--- src/rtl/mlp_pkg.sv ---
// Shared types and helpers for the MLP datapath: FSM state encoding plus
// wide-format ReLU and saturation used by each output lane.
package mlp_pkg;

  typedef enum logic [1:0] {IDLE, ACC, BIAS, OUT} state_e;

  localparam int WIDE = 64;

  function automatic logic signed [WIDE-1:0] relu(input logic signed [WIDE-1:0] v);
    return (v < 0) ? '0 : v;
  endfunction

  // Clamp to the signed range of an nb-bit value.
  function automatic logic signed [WIDE-1:0] sat(input logic signed [WIDE-1:0] v,
                                                 input int nb);
    logic signed [WIDE-1:0] hi, lo;
    hi = (64'sd1 <<< (nb - 1)) - 64'sd1;
    lo = -(64'sd1 <<< (nb - 1));
    if (v > hi) return hi;
    if (v < lo) return lo;
    return v;
  endfunction

endpackage

--- src/rtl/mac_lane.sv ---
// One output lane of the dense layer: signed multiply-accumulate with
// synchronous clear (on accept) and enable (during accumulation).
module mac_lane #(
  parameter int NBits   = 8,
  parameter int AccBits = 2*NBits + 3
) (
  input  logic                      clk,
  input  logic                      rst_n,
  input  logic                      clr,
  input  logic                      en,
  input  logic signed [NBits-1:0]   a,
  input  logic signed [NBits-1:0]   b,
  output logic signed [AccBits-1:0] acc
);

  logic signed [2*NBits-1:0] prod;
  assign prod = a * b;

  always_ff @(posedge clk or negedge rst_n) begin
    if (!rst_n)   acc <= '0;
    else if (clr) acc <= '0;
    else if (en)  acc <= acc + AccBits'(prod);
  end

endmodule

--- src/rtl/mac_dense_layer.sv ---
// Fully connected layer: D2 parallel MAC lanes stepping over D1 inputs,
// then shift/bias/activation/saturate. Define MLP_DENSE_RELU_EN for ReLU.
module mac_dense_layer
  import mlp_pkg::*;
#(
  parameter int NBits    = 8,
  parameter int D1       = 4,
  parameter int D2       = 4,
  parameter int FracBits = 0,
  parameter int AccBits  = 2*NBits + $clog2(D1) + 1
) (
  input  logic                             clk,
  input  logic                             rst_n,
  input  logic [D1-1:0][NBits-1:0]         din,
  input  logic                             in_valid,
  output logic                             in_ready,
  input  logic [D1-1:0][D2-1:0][NBits-1:0] weights,
  input  logic [D2-1:0][NBits-1:0]         biases,
  output logic [D2-1:0][NBits-1:0]         dout,
  output logic                             out_valid,
  input  logic                             out_ready
);

  localparam int CW = (D1 > 1) ? $clog2(D1) : 1;

  state_e                   state, state_nx;
  logic [CW-1:0]            cnt;
  logic [D1-1:0][NBits-1:0] din_q;
  logic                     accept, last;
  logic signed [AccBits-1:0] acc [D2];
  logic [D2-1:0][NBits-1:0] res;

  assign accept = in_valid && in_ready;
  assign last   = (cnt == CW'(D1 - 1));

  always_comb begin
    state_nx  = state;
    in_ready  = 1'b0;
    out_valid = 1'b0;
    case (state)
      IDLE: begin
        in_ready = 1'b1;
        if (in_valid) state_nx = ACC;
      end
      ACC:  if (last) state_nx = BIAS;
      BIAS: state_nx = OUT;
      OUT: begin
        out_valid = 1'b1;
        if (out_ready) state_nx = IDLE;
      end
      default: state_nx = IDLE;
    endcase
  end

  always_ff @(posedge clk or negedge rst_n) begin
    if (!rst_n) begin
      state <= IDLE;
      cnt   <= '0;
      din_q <= '0;
      dout  <= '0;
    end else begin
      state <= state_nx;
      if (accept) begin
        din_q <= din;
        cnt   <= '0;
      end else if (state == ACC && !last) begin
        cnt <= cnt + 1'b1;
      end
      if (state == BIAS) dout <= res;
    end
  end

  for (genvar j = 0; j < D2; j++) begin : g_lane
    logic signed [WIDE-1:0] pre, act;

    mac_lane #(.NBits(NBits), .AccBits(AccBits)) u_lane (
      .clk   (clk),
      .rst_n (rst_n),
      .clr   (accept),
      .en    (state == ACC),
      .a     (din_q[cnt]),
      .b     (weights[cnt][j]),
      .acc   (acc[j])
    );

    // Arithmetic shift floors toward minus infinity before the bias is added.
    assign pre = (WIDE'(acc[j]) >>> FracBits) + WIDE'($signed(biases[j]));
`ifdef MLP_DENSE_RELU_EN
    assign act = relu(pre);
`else
    assign act = pre;
`endif
    assign res[j] = NBits'(sat(act, NBits));
  end

endmodule

--- config.mk ---
export PLATFORM = sky130hd
export DESIGN_NAME = mac_dense_layer
export DESIGN_NICKNAME = d
export VERILOG_FILES = /design/src/rtl/mlp_pkg.sv /design/src/rtl/mac_lane.sv /design/src/rtl/mac_dense_layer.sv
export SDC_FILE = /design/constraint.sdc
export NUM_CORES = 1
export LEC_CHECK = 0
export ABC_AREA = 1
export ABC_CLOCK_PERIOD_IN_PS = 7800
export CORE_ASPECT_RATIO = 0.8
export CORE_UTILIZATION = 50
export CTS_CLUSTER_DIAMETER = 30
export DETAILED_ROUTE_END_ITERATION = 7
export GPL_TIMING_DRIVEN = 1
export PLACE_DENSITY_LB_ADDON = 0.15
export SETUP_SLACK_MARGIN = 0.4
export SLEW_MARGIN = 20
export SYNTH_ARGS = -nofsm -noshare
export SYNTH_HDL_FRONTEND = slang
export SYNTH_SLANG_ARGS = --single-unit
--- constraint.sdc ---
create_clock -name clk -period 7.8 [get_ports clk]
set_input_delay 1.56 -clock clk [delete_from_list [all_inputs] [get_ports clk]]
set_output_delay 1.56 -clock clk [all_outputs]
set_load 0.01 [all_outputs]
== Yosys cells after proc, flatten, opt, wreduce, memory -nomap -nowiden ==
Cells that the tools add are included.

* Register bits: 144
* Output and inout bits: 34

* Add/sub/neg operators: 9
* $mul: 4
* Magnitude comparators: 9
* Equality and inequality tests: 7
* Mux-type cells: 48
* Reductions and logical operators: 7

{| class="wikitable"
|+ Operators by type and width
! cell !! number
|-
| 2-to-1 mux 19 bit || 8
|-
| 2-to-1 mux 8 bit || 17
|-
| adder 19 x 8 -> 20 bit || 4
|-
| > comparator 20 x 8 -> 1 bit, second input constant || 4
|-
| less-than comparator 20 x 8 -> 1 bit, second input constant || 4
|-
| adder 19 x 16 -> 19 bit || 4
|-
| binary-select mux 32 bit (select 2 bit) || 1
|-
| multiplier 8 x 8 -> 16 bit || 4
|-
| 2-to-1 mux 32 bit || 1
|-
| binary-select mux 8 bit (select 2 bit) || 1
|-
| 2-to-1 mux 1 bit || 14
|-
| 2-to-1 mux 2 bit || 5
|-
| one-hot mux 2 bit (4 select lines) || 1
|-
| == test 2 bit, second input constant || 3
|-
| != test 2 bit, second input constant || 3
|-
| nonzero test 2 bit || 2
|-
| less-than comparator 2 x 3 -> 1 bit, second input constant || 1
|-
| AND reduction 3 bit || 1
|-
| adder 2 x 1 -> 2 bit, second input constant || 1
|-
| == test 2 x 1 -> 1 bit, second input constant || 1
|-
| logical AND 1 bit || 2
|-
| logical NOT 2 bit || 1
|-
| logical NOT 1 bit || 1
|}

== Logic depth before layout (Yosys ltp) ==
* Depth after elaboration: 6
* Mapped depth: 28
* Gate-level depth less buffers: 25

== Cells and area by module ==
Synthesis repeated with hierarchy kept, for this count alone.

* Cell total of the unflattened synthesis: 3816
* Area total of the unflattened synthesis: 26785.7 µm²

{| class="wikitable"
|+ Modules (own cells, without submodules)
! module !! instances !! cells an instance !! area an instance (µm²) !! seq. area each (µm²)
|-
| mac_dense_layer || 1 || 1601 || 9222.6 || 1701.6
|-
| mac_lane at g_lane[1].u_lane ... || 2 || 553 || 4399.2 || 475.5
|-
| mac_lane at g_lane[0].u_lane || 1 || 554 || 4384.2 || 475.5
|-
| mac_lane at g_lane[2].u_lane || 1 || 555 || 4380.5 || 475.5
|}

== Least setup slack after synthesis ==
OpenSTA, ideal clock, no wires.

* Path kind: input to register
* Start: input weights[32] (netlist bit)
* End: register g_lane[0].u_lane.acc[15]
* Setup time: 0.126 ns
* Data arrival time: 6.909 ns
* Slack: 0.765 ns
* Stages: 21
* Path through: nand2_1 > a32oi_1 > inv_1 > nor2_1 > inv_1 > fa_1 > inv_1 > fa_1 > fa_1 > fa_1 > fa_1 > ha_1 > inv_1 > o21ai_0 > nor2_1 > o21ai_0 > a21boi_0 > o21ai_0 > nand2_1 > nand2_1 > o21ai_0

* Word-level cells in the longest chain between the ends: 6

{| class="wikitable"
|+ RTL lines
! what !! RTL line !! source
|-
| start: declaration || mac_dense_layer.sv:17 || <nowiki>input logic [D1-1:0][D2-1:0][NBits-1:0] weights,</nowiki>
|-
| binary-select mux 32 bit (select 2 bit) || mac_dense_layer.sv:82 || <nowiki>.b (weights[cnt][j]),</nowiki>
|-
| 2-to-1 mux 32 bit || -- ||
|-
| multiplier 8 x 8 -> 16 bit || mac_lane.sv:17 || <nowiki>assign prod = a * b;</nowiki>
|-
| adder 19 x 16 -> 19 bit || mac_lane.sv:22 || <nowiki>else if (en) acc <= acc + AccBits'(prod);</nowiki>
|-
| 2-to-1 mux 19 bit || mac_lane.sv:22 ||
|-
| 2-to-1 mux 19 bit || mac_lane.sv:21 || <nowiki>else if (clr) acc <= '0;</nowiki>
|-
| end signal: assignment || mac_lane.sv:22 ||
|-
| end: declaration || mac_lane.sv:13 || <nowiki>output logic signed [AccBits-1:0] acc</nowiki>
|}

No other way between the ends. The select of a mux whose other input is x is not followed.
A chain may end at the register's enable or synchronous reset.

== Final worst setup path ==
* Start: register cnt[0]
* End: register g_lane[2].u_lane.acc[18]

* Word-level cells in the longest chain between the ends: 6
* Elaborated cells on any way between the ends: 8
* Classes of those cells: 1 x add/sub; 1 x mul; 6 x mux

{| class="wikitable"
|+ RTL lines
! what !! RTL line !! source
|-
| start: declaration || mac_dense_layer.sv:27 || <nowiki>logic [CW-1:0] cnt;</nowiki>
|-
| start signal: assignment || mac_dense_layer.sv:67 || <nowiki>cnt <= cnt + 1'b1;</nowiki>
|-
| binary-select mux 8 bit (select 2 bit) / binary-select mux 32 bit (select 2 bit) (equally long branches) || mac_dense_layer.sv:81, mac_dense_layer.sv:82 ||
|-
| 2-to-1 mux 8 bit (implied by the code) / 2-to-1 mux 32 bit (equally long branches) || -- ||
|-
| multiplier 8 x 8 -> 16 bit (*) || mac_lane.sv:17 ||
|-
| adder 19 x 16 -> 19 bit (*) || mac_lane.sv:22 ||
|-
| 2-to-1 mux 19 bit (*) || mac_lane.sv:22 ||
|-
| 2-to-1 mux 19 bit (*) || mac_lane.sv:21 ||
|-
| end signal: assignment || mac_lane.sv:22 ||
|-
| end: declaration || mac_lane.sv:13 ||
|}

Mark *: on every way between the ends. The rest lies on a longest branch, timed or not. The select of a mux whose other input is x is not followed.

==> impl_metrics.py <==
metrics = {
    "cts": {
        "numCtsBuffers": 17,
        "htree_levels": 4,
        "cts_tree": "yes",
        "hold_buffers": 0,
        "cts-root-buf": "clkbuf_16",
        "cts_buffer_depth": 2,
        "numClockSinks": 144,
        "path_clk_slew_ns": 0.06,
        "clkLatencyLatePin_ns": 0.46,
    },
    "die": {
        "io_pins": 230,
        "die_height_um": 203,
        "dieArea_um2": 51300,
        "rows": 73,
        "coreArea_um2": 49700,
        "start_util_pct": 50.7,
        "dieWidth_um": 253,
    },
    "synth": {
        "synth_fp_nets": 4174,
        "syn_area_um2": 25200,
        "yosys.area.top_type_share_pct": 27.0,
        "synthFlopType": "dfrtp_1",
        "synth_commonest_cells": "nand2_1 (933), inv_1 (631), fa_1 (340)",
        "synth_top_area_cell": "fa_1",
        "synth_most_common_cell": "nand2_1",
        "synthTopCellsByArea": "fa_1 (27%), dfrtp_1 (14%), nand2_1 (14%), ha_1 (13%), inv_1 (9.4%)",
        "synth_area_per_cell_um2": 7.45,
        "yosysSeqAreaShare_pct": 14.3,
        "synth_cell_types": 45,
        "yosysWarningCount": 0,
        "synthesis.instances": 3381,
        "synth-edff-count": 0,
        "synthArstFlopShare_pct": 100,
        "synth_seq_cells": 144,
    },
    "route": {
        "wire_per_inst_um": 16.2,
        "final_antenna_net_count": 0,
        "dr.pass1.iters": 8,
        "drtIter0Drc": 1411,
        "via_per_inst": 5.19,
        "drcViolationCount": 0,
        "routed_wirelength_mm": 69.3,
        "vias": 22300,
    },
    "setup_path": {
        "crit_fanout": 39,
        "r2r_slack_ns": 0.91,
        "crit_buf_inv": 6,
        "crit_top_cell": "nand2_1",
        "required_ns": 8.18,
        "slowest_stage": "a32oi_1",
        "crit_type": "reg -> reg",
        "cp-start-kind": "register",
        "endpoint_kind": "register",
        "crit_arrival_ns": 7.27,
        "critPathMaxStageDelay_ns": 0.57,
        "path_delay_family": "adder cells",
    },
    "grt": {
        "grt_pass1_wl_mm": 114,
        "grt_overflow": 0,
        "track_usage_pct": 28.3,
        "grt_max_degree": 86,
        "grt_pass1_vias": 22600,
        "antenna_found_initial": 1,
    },
    "timing": {
        "period_share_pct": 88.4,
        "relSlewSlack_pct": 26.2,
        "fin_skew_ns": 0.0140,
        "tightest_slew_ns": 1.10,
        "drv_slew": 0,
        "rsz0062_at_grt": "false",
        "layout_min_cycle_time_ns": 6.89,
        "tns_ns": 0,
        "max_freq_mhz": 145,
        "setup_slack_ns": 0.905,
        "hold_viol": 0,
        "setup_viol": 0,
    },
    "layout": {
        "drive_gt1_share_pct": 3.35,
        "final_nets": 4393,
        "syn2layout_area_growth_pct": 14.9,
        "antenna_cells": 0,
    },
    "place": {
        "gp_congestion": 0.891,
        "detailedPlace.worstSlack_ns": 0.558,
        "dp_hpwl_mm": 57.7,
        "io_buffers": 229,
    },
    "hold_path": {
        "hold_path_class": "reg -> reg",
    },
    "job": {
        "max-cap-violations": 0,
    },
    "outcome": {
        "status": "finished clean",
    },
}
per-layer routing:
metal  wire, µm  GRT usage, %  part of all wire, %
met1      31200          38.6                   45
met2      30800          44.9                   45
met3       5040          5.77                  7.3
met4       2170          9.70                  3.1
met5         12             0                0.017
flip-flops by register name (all words and copies together) (netlist names):
register,flops
cnt,2
din_q,32
dout,32
g_lane.u_lane.acc,76
state,2
metrics by stage:
step                      instance area (µm²)  hold slack, ns  utilization, %  instances
final                                   29000           0.481            58.3       4287
after global routing                    29000           0.486            58.3       4287
after CTS                               29000           0.482            58.3       4287
after detailed placement                28400           0.465            57.2       4256
after global placement                  28400           0.462            57.2       4256
after floorplan                         25200           0.449               -       3381
kinds of logic after synthesis:
family | share of synthesized area [%]
AOI/OAI and AO/OA | 9.05
xor gates and xnor gates | 2.78
adders and majority gates | 39.8
buffers and inverters | 10.6
DFF | 14.3
and+or+nand+nor | 23.5
timing repair:
item / in CTS / in global routing
setup buffers: 0 / 0
setup endpoints to repair: 0 / 2
endpoints found under the hold margin: 0 / 0
gates resized for setup: 0 / 1
worst paths after layout:
path,from,endpoint,cells after the start
setup reg to reg,cnt[0],g_lane[2].u_lane.acc[18],25
max in group asynchronous,rst_n,cnt[0],2
hold / removal,din_q[10],din_q[10],2
hold reg to reg,din_q[10],din_q[10],2
min in group asynchronous,rst_n,dout[7],1
setup / recovery,cnt[0],g_lane[2].u_lane.acc[18],25
final cells by class:
type / instances / area (µm²)
fill: 4595 / 20700
multi-input combinational: 2528 / 18900
sequential: 144 / 3610
timing repair buffer: 270 / 2600
inverter: 639 / 2400
tap: 675 / 845
clock buffer: 22 / 454
clock inverter: 9 / 111
worst reg2reg max path: stages (launching register included):
cell and delay, ns:
dfrtp_4 0.52, clkinv_2 0.46, buf_4 0.45, buf_4 0.25, nand2_1 0.06, a32oi_1 0.57, inv_1 0.25, nor2_1 0.27
fa_1 0.45, inv_1 0.24, fa_1 0.47, inv_1 0.08, fa_1 0.43, fa_1 0.45, ha_1 0.29, ha_1 0.36
nand2_1 0.10, nor3_1 0.13, nand2_1 0.08, o211ai_1 0.18, nand3_1 0.12, nand2_1 0.15, nand4_1 0.12, nand3_1 0.09
nand2_1 0.04, o21ai_0 0.18
layout by cell type, fill, tap and decap left out, types with 4 or more instances in the layout:
master and instances:
a21boi_0 4, a21oi_1 175, a22o_1 5, a32oi_1 34
a32oi_2 6, and2_1 4, buf_4 41, clkbuf_1 4
clkbuf_16 17, clkdlybuf4s50_1 228, clkinvlp_4 5, dfrtp_1 143
fa_1 340, ha_1 257, inv_1 630, inv_2 5
nand2_1 933, nand2_2 8, nand3_1 133, nand3_2 9
nand3b_1 7, nand4_1 16, nor2_1 321, nor2_2 6
nor3_1 20, o21ai_0 109, o21bai_1 8, o22ai_1 8
o31ai_1 18, xnor2_1 38, xor2_1 42
Power is left out: the tool's default activity adds up to more than one toggle a clock period on the data nets, which glitch-free logic cannot reach.
